### src/rtl/uart_ctrl_pkg.sv
// Shared types and helpers for the UART transmit arbiter.
// Holds the arbiter state encoding, the default watchdog limit and a width helper.
package uart_ctrl_pkg;

    typedef enum logic [1:0] {
        IDLE  = 2'd0,
        ISSUE = 2'd1,
        DRAIN = 2'd2
    } arb_state_t;

    localparam int DEF_TIMEOUT = 4096;

    // Index width that never collapses to zero bits, even for two requesters.
    function automatic int clog2_min1(input int n);
        return (n <= 2) ? 1 : $clog2(n);
    endfunction

endpackage

### src/rtl/uart_tx_arbiter_rr_pick.sv
// Combinational round-robin picker: first set request at or above ptr, wrapping.
// The winner is only meaningful when any_valid_o is high.
module rr_pick
    import uart_ctrl_pkg::*;
#(
    parameter int NUM_REQ = 4,
    parameter int PW      = clog2_min1(NUM_REQ)
) (
    input  logic [NUM_REQ-1:0] req_i,
    input  logic [PW-1:0]      ptr_i,
    output logic [PW-1:0]      winner_o,
    output logic               any_valid_o
);

    // Scan offsets from farthest to nearest so the nearest set request wins.
    always_comb begin
        winner_o = '0;
        for (int off = NUM_REQ - 1; off >= 0; off--) begin
            for (int j = 0; j < NUM_REQ; j++) begin
                if ((j == ((int'(ptr_i) + off) % NUM_REQ)) && req_i[j]) begin
                    winner_o = PW'(j);
                end
            end
        end
    end

    assign any_valid_o = |req_i;

endmodule

### src/rtl/uart_tx_arbiter.sv
// Round-robin arbiter sharing one UART transmitter among NUM_REQ byte producers,
// with a watchdog that aborts frames whose donetx never arrives.
module uart_tx_arbiter
    import uart_ctrl_pkg::*;
#(
    parameter int NUM_REQ        = 4,
    parameter int TIMEOUT_CYCLES = DEF_TIMEOUT,
    parameter int ERR_W          = 16,
    localparam int GW            = clog2_min1(NUM_REQ)
) (
    input  logic                 clk,
    input  logic                 rst,
    input  logic [NUM_REQ-1:0]   req_valid,
    input  logic [NUM_REQ*8-1:0] req_data,
    output logic [NUM_REQ-1:0]   req_ready,
    output logic                 send,
    output logic [7:0]           dintx,
    input  logic                 donetx,
    output logic                 busy,
    output logic [GW-1:0]        grant_id,
    output logic                 err_timeout,
    output logic [ERR_W-1:0]     err_count
);

    localparam int WDW = clog2_min1(TIMEOUT_CYCLES);

    arb_state_t           state_q;
    logic                 send_q;
    logic [7:0]           dintx_q;
    logic [NUM_REQ-1:0]   ready_q;
    logic                 busy_q;
    logic [GW-1:0]        grant_q;
    logic [GW-1:0]        ptr_q;
    logic                 err_pulse_q;
    logic [ERR_W-1:0]     err_cnt_q;
    logic                 donetx_q;
    logic [WDW-1:0]       wdog_q;

    logic [GW-1:0]        winner;
    logic                 any_valid;
    logic [GW-1:0]        ptr_d;
    logic [ERR_W-1:0]     err_cnt_d;
    logic [NUM_REQ-1:0]   ready_d;
    logic [7:0]           byte_d;
    logic                 done_rise;

    rr_pick #(
        .NUM_REQ (NUM_REQ),
        .PW      (GW)
    ) u_pick (
        .req_i       (req_valid),
        .ptr_i       (ptr_q),
        .winner_o    (winner),
        .any_valid_o (any_valid)
    );

    always_comb begin
        byte_d = 8'h00;
        for (int i = 0; i < NUM_REQ; i++) begin
            if (winner == GW'(i)) begin
                byte_d = req_data[i*8 +: 8];
            end
        end
    end

    assign done_rise = donetx & ~donetx_q;
    assign ptr_d     = (winner == GW'(NUM_REQ - 1)) ? '0 : winner + 1'b1;
    assign err_cnt_d = (&err_cnt_q) ? err_cnt_q : err_cnt_q + 1'b1;
    assign ready_d   = NUM_REQ'(1) << winner;

    // Success is tested before the watchdog so a done edge on the last allowed cycle is not an abort.
    always_ff @(posedge clk or negedge rst) begin
        if (!rst) begin
            state_q     <= IDLE;
            send_q      <= 1'b0;
            dintx_q     <= 8'h00;
            ready_q     <= '0;
            busy_q      <= 1'b0;
            grant_q     <= '0;
            ptr_q       <= '0;
            err_pulse_q <= 1'b0;
            err_cnt_q   <= '0;
            donetx_q    <= 1'b0;
            wdog_q      <= '0;
        end else begin
            donetx_q    <= donetx;
            ready_q     <= '0;
            err_pulse_q <= 1'b0;
            case (state_q)
                IDLE: begin
                    if (any_valid) begin
                        dintx_q <= byte_d;
                        grant_q <= winner;
                        ready_q <= ready_d;
                        send_q  <= 1'b1;
                        wdog_q  <= '0;
                        ptr_q   <= ptr_d;
                        busy_q  <= 1'b1;
                        state_q <= ISSUE;
                    end
                end
                ISSUE: begin
                    if (done_rise) begin
                        send_q  <= 1'b0;
                        state_q <= DRAIN;
                    end else if (wdog_q == WDW'(TIMEOUT_CYCLES - 1)) begin
                        send_q      <= 1'b0;
                        err_pulse_q <= 1'b1;
                        err_cnt_q   <= err_cnt_d;
                        busy_q      <= 1'b0;
                        state_q     <= IDLE;
                    end else begin
                        wdog_q <= wdog_q + 1'b1;
                    end
                end
                DRAIN: begin
                    if (!donetx_q) begin
                        busy_q  <= 1'b0;
                        state_q <= IDLE;
                    end
                end
                default: begin
                    send_q  <= 1'b0;
                    busy_q  <= 1'b0;
                    state_q <= IDLE;
                end
            endcase
        end
    end

    assign req_ready   = ready_q;
    assign send        = send_q;
    assign dintx       = dintx_q;
    assign busy        = busy_q;
    assign grant_id    = grant_q;
    assign err_timeout = err_pulse_q;
    assign err_count   = err_cnt_q;

endmodule

### config.mk
export PLATFORM = sky130hd
export DESIGN_NAME = uart_tx_arbiter
export DESIGN_NICKNAME = d
export VERILOG_FILES = /design/src/rtl/uart_ctrl_pkg.sv /design/src/rtl/uart_tx_arbiter_rr_pick.sv /design/src/rtl/uart_tx_arbiter.sv
export SDC_FILE = /design/constraint.sdc
export NUM_CORES = 1
export LEC_CHECK = 0
export BUFFER_PORTS_ARGS = -buffer_cell sky130_fd_sc_hd__buf_2
export CAP_MARGIN = 0
export CORE_UTILIZATION = 54
export CTS_BUF_LIST = sky130_fd_sc_hd__clkbuf_8
export DETAILED_ROUTE_END_ITERATION = 6
export GPL_ROUTABILITY_DRIVEN = 0
export GPL_TIMING_DRIVEN = 0
export PLACE_DENSITY_LB_ADDON = 0.05
export SLEW_MARGIN = 20
export SYNTH_ARGS = -nofsm -noshare
export SYNTH_HDL_FRONTEND = slang
export SYNTH_SLANG_ARGS = --single-unit
### constraint.sdc
create_clock -name clk -period 2.34 [get_ports clk]
set_clock_uncertainty 0.05 [all_clocks]
set_input_delay 0.351 -clock clk [delete_from_list [all_inputs] [get_ports clk]]
set_output_delay 0.351 -clock clk [all_outputs]
set_load 0.02 [all_outputs]
# --- Word level (Yosys, flattened, before mapping) ---
# Index checks and enable logic that the tools add are counted.
classes:
  add_sub_neg: 6
  mul: 0
  n_div: 0
  order_cmp: 0
  n_eq_ne: 24
  n_shift: 1
  muxes: 41
  n_bitwise: 8
  reduce_logical: 32
ops:
  columns: ["operator", "n"]
  rows:
  - ["32-bit zero test", 3]
  - ["2-bit two-way mux", 19]
  - ["12-bit two-way mux", 3]
  - ["8-bit two-way mux", 4]
  - ["12-bit case mux with 2 select lines", 1]
  - ["3-bit == test, first input constant", 6]
  - ["16-bit by 1-bit adder with 16-bit output, second input constant", 1]
  - ["16-bit AND reduction", 1]
  - ["1-bit logical AND", 15]
  - ["12-bit by 1-bit adder with 12-bit output, second input constant", 1]
  - ["12-bit == test, second input constant", 1]
  - ["4-bit AND reduction", 3]
  - ["2-bit != test, second input constant", 5]
  - ["2-bit by 3-bit == test with 1-bit output, first input constant", 3]
  - ["1-bit two-way mux", 9]
  - ["4-bit two-way mux", 2]
  - ["2-bit == test, second input constant", 3]
  - ["1-bit case mux with 3 select lines", 2]
  - ["2-bit case mux with 3 select lines", 1]
  - ["3-bit AND reduction", 2]
  - ["2-bit OR reduction", 3]
  - ["2-bit by 1-bit adder with 2-bit output, second input constant", 2]
  - ["2-bit adder, second input constant", 2]
  - ["2-bit by 1-bit == test with 1-bit output, second input constant", 2]
  - ["11 further kinds", 18]
totals:
  ff_bits: 50
  latch_bits: 0
  ram_bits: 0
  rom_bits: 0
  input_bits: 39
  output_inout_bits: 33
  n_memories: 0

# --- Longest topological paths before layout ---
depth:
  ltp_word: 25
  depth_mapped: 11
  ltp_nobuf: 11

# --- Cells and area by module ---
# A second synthesis with hierarchy kept.
unflattened:
  hier_cells: 269
  area_unflattened_um2: 2586.2
by_module_without_submodules:
  columns: ["module", "instances", "cells_each", "area_per_inst_um2"]
  rows:
  - ["uart_tx_arbiter", 1, 257, 2508.7]
  - ["rr_pick", 1, 12, 77.6]

# --- Worst setup path before layout ---
# Ideal clock, no wire load.
synth_timing:
  path_type: "input -> register"
  from: "in req_valid[0]"
  to: "reg dintx_q[7] (netlist: dintx[7])"
  setup_ns: 0.137
  t_arrival_ns: 1.929
  t_required_ns: 2.153
  path_slack_ns: 0.224
  path_stages: 11
  path_buffers: 1
  cell_sequence: "nor2b_1 > a21oi_1 > nor2_1 > nor3_1 > inv_1 > ha_1 > clkbuf_1 > a221oi_1 > nor3_1 > a21oi_1 > a21oi_1"
synth_via:
  elab_chain_cells: 18
synth_rtl:
  columns: ["element", "line_no", "rtl"]
  rows:
  - ["from (decl)", "uart_tx_arbiter.sv:13", "input logic [NUM_REQ-1:0] req_valid,"]
  - ["1-bit logical AND", "uart_tx_arbiter_rr_pick.sv:20", "if ((j == ((int'(ptr_i) + off) % NUM_REQ)) && req_i[j]) begin"]
  - ["2-bit two-way mux (8 in a row)", "uart_tx_arbiter_rr_pick.sv:20", null]
  - ["2-bit two-way mux (*) (4 in a row)", "uart_tx_arbiter_rr_pick.sv:20", null]
  - ["net u_pick.winner_o[0]", "uart_tx_arbiter_rr_pick.sv:11", "output logic [PW-1:0] winner_o,"]
  - ["2-bit zero test", "uart_tx_arbiter.sv:60", "if (winner == GW'(i)) begin"]
  - ["8-bit two-way mux (3 in a row)", "uart_tx_arbiter.sv:60", null]
  - ["8-bit two-way mux (*)", "uart_tx_arbiter.sv:60", null]
  - ["to (signal assigned)", "uart_tx_arbiter.sv:92", "dintx_q <= byte_d;"]
  - ["to (decl)", "uart_tx_arbiter.sv:29", "logic [7:0] dintx_q;"]
# Mark *: on every way through the listed nets, which the timed path passes. The rest lies on a longest branch.
# A chain may end at the register's enable or synchronous reset.

# --- Worst setup path in the final report ---
layout_timing:
  from: "reg ptr_q[0]"
  to: "reg dintx_q[6] (netlist: dintx[6])"
layout_via:
  elab_chain_cells: 25
layout_rtl:
  columns: ["element", "line_no", "rtl"]
  rows:
  - ["from (decl)", "uart_tx_arbiter.sv:33", "logic [GW-1:0] ptr_q;"]
  - ["from (signal assigned)", "uart_tx_arbiter.sv:97", "ptr_q <= ptr_d;"]
  - ["2-bit adder", "uart_tx_arbiter_rr_pick.sv:20", null]
  - ["2-bit OR reduction (no source line)", null, null]
  - ["1-bit bitwise AND (no source line)", null, null]
  - ["2-bit by 3-bit == test with 1-bit output", "uart_tx_arbiter_rr_pick.sv:20", null]
  - ["1-bit logical AND", "uart_tx_arbiter_rr_pick.sv:20", null]
  - ["1-bit two-way mux", "uart_tx_arbiter_rr_pick.sv:20", null]
  - ["2-bit two-way mux (13 in a row)", "uart_tx_arbiter_rr_pick.sv:20", null]
  - ["2-bit two-way mux (*)", "uart_tx_arbiter_rr_pick.sv:20", null]
  - ["net u_pick.winner_o[0]", "uart_tx_arbiter_rr_pick.sv:11", null]
  - ["2-bit zero test", "uart_tx_arbiter.sv:60", null]
  - ["8-bit two-way mux (3 in a row)", "uart_tx_arbiter.sv:60", null]
  - ["8-bit two-way mux (*)", "uart_tx_arbiter.sv:60", null]
# Marks and branches as above.

==> metrics <==
Layout Cells excl Fill 402; final worst setup slack 0.146 ns; final WL 5440 um; post-synthesis sequential area ratio 0.487; post-synth top area share 0.487; Clock Path Buffers 2; vias in the first global route 2100; Worst Setup Start Kind register; DR pass1 iterations 6; Worst Path Arrival 2.39 ns; worst reg2reg path startpoint ptr_q[0]$_DFFE_PN0P_; Slowest cell on crit path dfrtp_1; max cap viols 0; reg2reg path depth 12; Syn Nets 313; total global-route track usage 0.237; Placed Area 3010 um2; setup TNS 0 ns; wire per inst 13.5 um; final hold slack 0.138 ns; asr flop ratio synth 1.00; Initial DRC Count 94; Port Buffers 71; most common cell in the netlist dfrtp_1; hold depth 1; clock sinks 50; maximum number of pins on one net before global-route repair 33; Worst Path Max Fanout 10; Area Growth Syn to Fin 23.8%; hold worst-path end donetx_q$_DFF_PN0_; Most Frequent Cell on Critical Path a21oi_1; post-synthesis cell area 2570 um2; Pins Over Slew Limit 0; Util after Layout 0.711; kind of critical path register to register; worst path bufs/invs 2; max_slew headroom 0.439; Hold Vio Cnt, Final 0; FP Rows 24; clk root buf clkbuf_8; Post-Synthesis Cells 268; Hold WC Path Type primary input to register; die height 71.0 um; first-pass GRT wire length 9340 um; Slowest Stage Delay on Critical Path 0.42 ns; drt drc 0; Post-synth EDFFs 0; Storage cell area 1250 um2; dominant cells by area after synthesis dfrtp_1 (49%), xnor2_1 (6.8%), a21oi_1 (4.5%), nor2_1 (3.9%), nand2_1 (3.6%); Max Freq 456 MHz; total power 2.64 mW; post-DP HPWL 4010 um; Lkg Pwr 1.54 nW; Placed Cells 392; DIE WIDTH 71.0 um; Antenna diodes 0; clk_lat worst skew 0.31 ns; share of cells above drive strength 1 0.303; reg-to-reg slack, setup 0.15 ns; mean area per synthesized cell 9.59 um2; CORE AREA 4470 um2; hold path startpoint donetx; Initial Utilization 0.575; Vias 2185; total grt overflow 0; initial antenna violation count 0; delay-heaviest family, CP compound AO/OA/AOI/OAI gates; boundary pin count 72; synth warn 0; most common flop cell mapped by yosys dfrtp_1; DIE AREA 5040 um2; register bit total from synthesis 50; Final #Nets 394; WP data required 2.54 ns; H-tree depth 2; pre-CTS WS -0.328 ns; area of the multi-input gates 1290 um2; status completed; maximum vdd ir drop 512 uV; Clk pin slew, worst setup/hold paths 0.09 ns; Reg-to-Reg End dintx[6]$_DFFE_PN0P_; DRT antenna net count 0; CTS tree built; CP Cell Sequence nor2b_1 -> a21oi_1 -> nor2_1 -> nor3_2 -> buf_4 -> ha_1 -> clkbuf_4 -> nand3b_1 -> a21oi_1 -> a21oi_1 -> o21ai_0 -> o21a_1; CP Capture Type register; Tmin final 2.19 ns; post-synthesis cell type count 42; RSZ-0062 raised after global routing true; FILL cells 379; pwr dens 829 nW/um2; CTS buffer count 5; leading area contributor after synthesis dfrtp_1; fin area 3180 um2; Via density 5.44; setup violators final 0; final period utilization 0.938; WP depth 12; top cells by count, synth dfrtp_1 (50), nor2_1 (27), nand2_1 (25), a21oi_1 (23), xnor2_1 (20); slew at the pin closest to its max-slew limit 0.833 ns
worst reg2reg max path, delay by kind of cell (launching register included):
family | cells | cell delay (ns)
AOI/OAI and AO/OA | 5 | 0.56
DFF | 1 | 0.42
and+or+nand+nor | 4 | 0.52
buffers and inverters | 2 | 0.34
adders and majority gates | 1 | 0.23
kinds of logic after synthesis:
family	share of synthesized area
buffers and inverters	0.0292
and+or+nand+nor	0.251
xor gates and xnor gates	0.0715
AOI/OAI and AO/OA	0.116
muxes	0.0165
adders and majority gates	0.0292
DFF	0.487
power by group:
group	switching (mW)	internal, mW	total (mW)
clock	0.279	0.235	0.514
combinational	0.581	0.410	0.991
sequential	0.113	1.02	1.13
layout by cell type, fill, tap and decap left out, types with 2 or more instances in the layout:
cell type   n
nor3_1     16
and3b_1     2
nor4_1      2
nor2b_1     9
nand4_2     3
nand4_1     2
nand3_1    13
xnor2_1    20
a221oi_1    5
dfrtp_1    50
buf_4       3
clkbuf_1    5
a2111o_1    2
mux2_2      2
buf_2      71
clkbuf_8    6
a221oi_2    2
ha_2        2
nor2_1     27
ha_1        4
nand2_1    25
mux2i_1     2
and2_1      4
and3_1      3
o21ai_0     7
inv_1       8
a21oi_1    23
nand2b_1    5
worst max path at each step:
stage | startpoint | to
2_1_floorplan | req_valid[0] | dintx[7]$_DFFE_PN0P_
3_3_place_gp | req_valid[0] | dintx[7]$_DFFE_PN0P_
3_5_place_dp | req_valid[0] | dintx[7]$_DFFE_PN0P_
4_1_cts | ptr_q[1]$_DFFE_PN0P_ | dintx[7]$_DFFE_PN0P_
5_1_grt | ptr_q[0]$_DFFE_PN0P_ | dintx[6]$_DFFE_PN0P_
6_report | ptr_q[0]$_DFFE_PN0P_ | dintx[6]$_DFFE_PN0P_
cell type report:
| class | count | area share |
|---|---|---|
| inverters | 8 | 0.00943 |
| multi-input cells | 200 | 0.407 |
| well taps | 52 | 0.0204 |
| clock buffers | 6 | 0.0259 |
| flip-flops and latches | 50 | 0.393 |
| clock inverters | 2 | 0.00275 |
| repair buffers | 76 | 0.128 |
| plain buffers | 8 | 0.0134 |
routing by layer:
layer  up-vias  track usage  share of wire  routed length [um]
met1      1033        0.302           0.47                2550
met5         -            0              0                   0
li1       1094            -              -                   -
met4         0       0.0778          0.012                  64
met3         7       0.0613          0.045                 244
met2        51        0.396           0.48                2590
registers in the layout (all words and copies together) (netlist names):
signal,flops
err_timeout,1
dintx,8
busy,1
donetx_q,1
ptr_q,2
state_q,2
err_count,16
send,1
wdog_q,12
grant_id,2
req_ready,4
timing repair:
item,CTS,global route
hold buffers,1,0
resized for setup,3,14
gates cloned,0,0
endpoints found under the hold margin,18,0
setup buffers,0,3
pin swaps,0,3
endpoints found under the setup margin,8,18
(Power assumes the default switching activity.)
